### config.mk
export PLATFORM = sky130hd
export DESIGN_NAME = light_fader
export DESIGN_NICKNAME = d
export VERILOG_FILES = /design/src/rtl/light_pkg.sv /design/src/rtl/light_fade_chan.sv /design/src/rtl/light_fader.sv
export SDC_FILE = /design/constraint.sdc
export NUM_CORES = 1
export LEC_CHECK = 0
export CAP_MARGIN = 10
export CELL_PAD_IN_SITES_DETAIL_PLACEMENT = 1
export CELL_PAD_IN_SITES_GLOBAL_PLACEMENT = 2
export CORE_MARGIN = 10
export CORE_UTILIZATION = 37
export DETAILED_ROUTE_END_ITERATION = 8
export PLACE_DENSITY_LB_ADDON = 0.1
export SLEW_MARGIN = 20
export SYNTH_ARGS = -nofsm -noshare
export SYNTH_HDL_FRONTEND = slang
export SYNTH_SLANG_ARGS = --single-unit
### constraint.sdc
create_clock -name clk100khz -period 2.1 [get_ports clk100khz]
set_input_delay 0.42 -clock clk100khz [delete_from_list [all_inputs] [get_ports clk100khz]]
set_output_delay 0.42 -clock clk100khz [all_outputs]
set_load 0.01 [all_outputs]
### src/rtl/light_pkg.sv
// light_pkg: constants and types shared by the light_fader top and its channels.
//
// Contents:
//   LEVEL_W     width of a brightness level (4 bits, 0..15)
//   LEVEL_MAX   brightest level (15)
//   PWM_PERIOD  PWM frame length in clk100khz cycles (15)
//   level_t     unsigned LEVEL_W-bit brightness level
//   step_toward one-step move of a level toward a target, never past it
package light_pkg;

    localparam int LEVEL_W    = 4;
    localparam int LEVEL_MAX  = 15;
    localparam int PWM_PERIOD = 15;

    typedef logic [LEVEL_W-1:0] level_t;

    // Moves cur by one toward tgt. Because it only steps while cur != tgt,
    // it can never wrap past 0 or LEVEL_MAX.
    function automatic level_t step_toward(input level_t cur, input level_t tgt);
        if (cur < tgt) begin
            return cur + level_t'(1);
        end else if (cur > tgt) begin
            return cur - level_t'(1);
        end
        return cur;
    endfunction

endpackage

### src/rtl/light_fade_chan.sv
// light_fade_chan: one LED channel of light_fader.
//
// Holds the channel's brightness level, chooses its target (bright_max
// when the synchronized input is on, 0 when off), steps the level by one
// toward the target on each step_tick, and compares the level against the
// shared PWM counter to produce a registered LED drive.
//
// Optional feature (macro LIGHT_INSTANT_OFF_EN): a channel whose
// synchronized input is 0 drops to level 0 on the next cycle instead of
// fading down.
//
// Ports:
//   clk100khz   system clock
//   rst         asynchronous active-high reset
//   light_s     synchronized on/off request for this channel
//   step_tick   one-cycle pulse that allows a level step
//   bright_max  global brightness ceiling
//   pwm_cnt     shared PWM frame counter, 0..PWM_PERIOD-1
//   led         registered PWM drive for this LED
//   differs     combinational: level has not yet reached target
module light_fade_chan
    import light_pkg::*;
(
    input  logic   clk100khz,
    input  logic   rst,
    input  logic   light_s,
    input  logic   step_tick,
    input  level_t bright_max,
    input  level_t pwm_cnt,
    output logic   led,
    output logic   differs
);

    level_t level;
    level_t target;

    // Target follows light_s and bright_max in the same cycle, so a tick that
    // coincides with an input change already uses the new target.
    assign target  = light_s ? bright_max : '0;
    assign differs = (level != target);

    // NOTE: state registers use non-blocking assignments so every flop
    // samples the pre-edge values of the others, whatever the statement order.
    always_ff @(posedge clk100khz or posedge rst) begin
        if (rst) begin
            level <= '0;
            led   <= 1'b0;
        end else begin
`ifdef LIGHT_INSTANT_OFF_EN
            if (!light_s) begin
                level <= '0;
            end else if (step_tick) begin
                level <= step_toward(level, target);
            end
`else
            if (step_tick) begin
                level <= step_toward(level, target);
            end
`endif
            // pwm_cnt never reaches 15, so level 15 is always on and
            // level k is high for pwm_cnt = 0..k-1.
            led <= (level > pwm_cnt);
        end
    end

endmodule

### src/rtl/light_fader.sv
// light_fader: PWM fade stage between the LED pattern generator and the
// board LED pins.
//
// Each bit of light_in fades its LED up toward bright_max when 1 and down
// to 0 when 0, one brightness level per step_tick (every STEP_DIV cycles).
// Brightness is rendered as a 15-cycle PWM frame.
//
// Parameters:
//   N_LED      number of LED channels
//   STEP_DIV   clk100khz cycles per brightness step (must be >= 2)
//
// Optional feature: define LIGHT_INSTANT_OFF_EN to make channels switch off
// immediately (next cycle) instead of fading down when their input goes 0.
// Fading up and ceiling-driven ramps are unchanged.
//
// Ports:
//   clk100khz   100 kHz system clock
//   rst         asynchronous active-high reset, released on a clock edge
//   light_in    raw on/off pattern, asynchronous to fade timing
//   bright_max  global ceiling level 0..15, sampled every cycle
//   led_out     registered PWM LED drive
//   busy        registered, 1 while any channel level differs from target
module light_fader
    import light_pkg::*;
#(
    parameter int N_LED    = 8,
    parameter int STEP_DIV = 625
) (
    input  logic             clk100khz,
    input  logic             rst,
    input  logic [N_LED-1:0] light_in,
    input  logic [3:0]       bright_max,
    output logic [N_LED-1:0] led_out,
    output logic             busy
);

    localparam int PRESC_W = $clog2(STEP_DIV);

    logic [N_LED-1:0]   light_m;
    logic [N_LED-1:0]   light_s;
    level_t             pwm_cnt;
    logic [PRESC_W-1:0] presc;
    logic               step_tick;
    logic [N_LED-1:0]   differs;

    assign step_tick = (presc == PRESC_W'(STEP_DIV - 1));

    // NOTE: every flop here, synchronizer included, sits on the async reset
    // so the outputs are quiet as soon as rst rises, without waiting for a clock.
    always_ff @(posedge clk100khz or posedge rst) begin
        if (rst) begin
            light_m <= '0;
            light_s <= '0;
            pwm_cnt <= '0;
            presc   <= '0;
            busy    <= 1'b0;
        end else begin
            // Two-flop synchronizer; light_in has no timing relation to the fade.
            light_m <= light_in;
            light_s <= light_m;

            if (pwm_cnt == level_t'(PWM_PERIOD - 1)) begin
                pwm_cnt <= '0;
            end else begin
                pwm_cnt <= pwm_cnt + level_t'(1);
            end

            if (step_tick) begin
                presc <= '0;
            end else begin
                presc <= presc + PRESC_W'(1);
            end

            busy <= |differs;
        end
    end

    for (genvar i = 0; i < N_LED; i++) begin : g_chan
        light_fade_chan u_chan (
            .clk100khz  (clk100khz),
            .rst        (rst),
            .light_s    (light_s[i]),
            .step_tick  (step_tick),
            .bright_max (level_t'(bright_max)),
            .pwm_cnt    (pwm_cnt),
            .led        (led_out[i]),
            .differs    (differs[i])
        );
    end

endmodule

==> results.yml <==
placement:
  io_buffers: 22
  dp_slack_ns: -0.822
  post-place-cells: 744
  gp_congestion: 0.757
  post_dp_cell_area_mm2: 0.00629
  dpl.hpwl_um: 10100
clock_network:
  clk-insertion-delay-late_ns: 0.35
  clock_path_buffers: 2
  cts_tree: "done"
  hold_buffers: 0
  cts_buffers: 9
  cts.htree.levels: 3
  clk_pin_slew_ns: 0.06
  cts_root_buf: "clkbuf_16"
  cts.sinks: 71
die:
  dieArea_mm2: 0.0182
  core_area_mm2: 0.0128
  die_x_um: 135
  rows: 41
  die_y_um: 135
  initial_core_util_pct: 38.1
  io_pins: 23
sta:
  slew_headroom_pct: 63.7
  min_period_ns: 2.26
  slew_violations: 0
  whs_ns: 0.351
  worst_slew_pin_slew_ns: 0.543
  hold_viol: 0
  fmax_mhz: 442
  post-route-worst-setup-slack_ns: -0.161
  rsz0062_at_grt: "yes"
  finalClockSkew_ns: 0.00580
  setup_viol: 9
  period_share_pct: 108
route:
  drtIter0Drc: 91
  vias_per_cell: 4.96
  wl_um: 13500
  drc: 0
  drt_pass1_iterations: 4
  antenna_left: 0
  wl_per_cell_um: 17.3
  num_vias: 3885
pwr:
  peakVddDrop_uv: 449
  leakage_nw: 2.94
  power_density_mw_per_mm2: 482
synth:
  seq_area_frac_synth_pct: 36.5
  syn_inst: 468
  ys.flop_type: "dfrtp_1"
  synth.distinct_cells: 36
  synth_edf_count: 0
  syn_area_per_cell_um2: 10.4
  yosys.area.top_type: "dfrtp_1"
  synth_area_mm2: 0.00487
  yosysWarnings: 0
  synth.ff_latch_count: 71
  synthesis.nets: 572
  synth_area_leaders: "dfrtp_1 (36%), ha_1 (21%), xnor2_1 (5.4%)"
  synthDominantCellAreaShare_pct: 36.5
  synth-async-reset-ratio_pct: 100
run_status:
  status: "finished, violations left"
  violations: "negative setup slack"
critical_path:
  cp_data_required_time_ns: 2.33
  cp_max_fo: 3
  worst_setup_path_start_kind: "flip-flop"
  path_class: "flip-flop to flip-flop"
  cp_slowest_cell: "fa_1"
  end_kind: "flip-flop"
  critical_path_arrival_ns: 2.49
  path_cells: "buf_6 > nand2_2 > ha_4 > a21oi_2 > nand2_2 > buf_4 > buf_4 > fa_1 > mux2_4"
  cpPeakStageDelay_ns: 0.46
hold_path:
  hp-class: "flip-flop to flip-flop"
grt:
  grt_max_degree: 33
  grt_pass1_wl_um: 22600
  grt_overflow: 0
  met3_usage_pct: 3.08
  track_usage_pct: 15.7
  use_met2_pct: 27.3
  antenna_found_initial: 0
  busiest_layer: "met2"
  grt_pass1_vias: 4456
  use_met1_pct: 19.0
run:
  cap_violations: 0
final_layout:
  drive_gt1_share_pct: 43.9
  final_cell_area_mm2: 0.00718
  diodes: 0
  post-route-util_pct: 56.2
  num-nets-final: 710
  final_cells: 783
  area_growth_pct: 47.4
-- sequential cells by signal (all words and copies together) (netlist names) --
signal,count
presc,10
busy,1
light_m,8
pwm_cnt,4
g_chan.u_chan.led,8
light_s,8
g_chan.u_chan.level,32
-- worst max-delay path: cells and delay by family (launching register included) --
family / cells / cell delay (ns)
flip-flops: 1 / 0.45
multiplexers: 1 / 0.26
buffers and inverters: 3 / 0.40
AND/OR/NAND/NOR: 2 / 0.18
AO/OA/AOI/OAI: 1 / 0.17
adder cells (fa/ha/maj): 2 / 0.66
-- layout by cell type, fill, tap and decap left out, types with 7 or more instances in the layout --
| cell | count |
|---|---|
| a21o_1 | 9 |
| a21oi_1 | 20 |
| a21oi_2 | 16 |
| a31oi_1 | 9 |
| a41oi_1 | 8 |
| buf_4 | 104 |
| buf_6 | 7 |
| clkbuf_16 | 9 |
| clkdlybuf4s50_1 | 18 |
| dfrtp_1 | 67 |
| ha_1 | 49 |
| ha_4 | 29 |
| inv_1 | 22 |
| mux2_4 | 8 |
| nand2_1 | 37 |
| nand2_2 | 15 |
| nand2b_1 | 8 |
| nand2b_4 | 8 |
| nand3_1 | 8 |
| nand4_1 | 9 |
| nor2_1 | 14 |
| nor2_4 | 8 |
| nor2b_1 | 8 |
| o21ai_0 | 11 |
| o21ai_2 | 7 |
| xnor2_1 | 28 |
-- cell type report --
class | instances | area, um^2
clock buffer | 10 | 239
clock inverter | 6 | 68.8
fill | 1357 | 5590
inverter | 23 | 90.1
multi-input combinational | 363 | 3620
sequential | 71 | 1780
tap | 172 | 215
timing repair buffer | 138 | 1170
-- cells by family (layout without fill, tap and decap cells) --
logic type      after synthesis  in the layout  synth area share, %
compound gates               88             88                 11.1
xor+xnor                     31             31                 5.57
fa+ha+maj                    90             90                 24.4
buf+inv                      34            177                 3.24
flops                        71             71                 36.5
mux                           9              9                 2.70
simple gates                145            145                 16.5
-- synth_stat cells (8+ instances only) --
cell type,count
o21ai_0,11
mux2_4,8
dfrtp_1,71
nor2_1,14
nand3_1,10
and2_1,9
a21oi_1,40
a41oi_1,8
buf_4,8
nor2b_1,8
nor2_4,8
nand2_1,54
a31oi_1,9
o21ai_2,8
inv_1,23
fa_1,8
xnor2_1,30
nand2b_1,16
a21o_1,9
ha_1,82
nand4_1,9
-- final timing paths --
kind,startpoint,endpoint,slack [ns],cells past startpoint
worst max-delay path,light_s[0],g_chan[0].u_chan.level[1],-0.16,9
min in group asynchronous,rst,light_s[1],0.48,3
max in group asynchronous,rst,light_m[4],1.32,3
worst max register to register,light_s[0],g_chan[0].u_chan.level[1],-0.16,9
worst min-delay path,light_m[5],light_s[5],0.35,0
worst min register to register,light_m[5],light_s[5],0.35,0
-- report_power, final --
group          leakage [nW]  internal (W)  switching, W
Clock                 0.149      0.000958      0.000627
Sequential            0.759       0.00138     0.0000130
Combinational          2.03      0.000259      0.000222
-- timing repair --
| action | in CTS | in global routing |
|---|---|---|
| endpoints found under the hold margin | 0 | 0 |
| gates resized for setup | 55 | 38 |
| buffers inserted | 19 | 5 |
| pin swaps | 65 | 34 |
| endpoints found under the setup margin | 28 | 23 |
-- per-stage QoR --
| stage | power (W) | setup TNS, ns |
|---|---|---|
| 5_1_grt | 0.00363 | -2.06 |
| 3_3_place_gp | 0.00177 | -18.44 |
| 4_1_cts | 0.00350 | -0.625 |
| 3_5_place_dp | 0.00179 | -19.63 |
| 2_1_floorplan | 0.00165 | -0.137 |
| 6_report | 0.00346 | -0.687 |
-- metal layers --
layer / share of wire, % / vias up
li1: - / 1919
met2: 51 / 27
met3: 2.2 / 15
met5: 0 / -
met4: 1.5 / 0
met1: 45 / 1924
(Power assumes the default switching activity.)
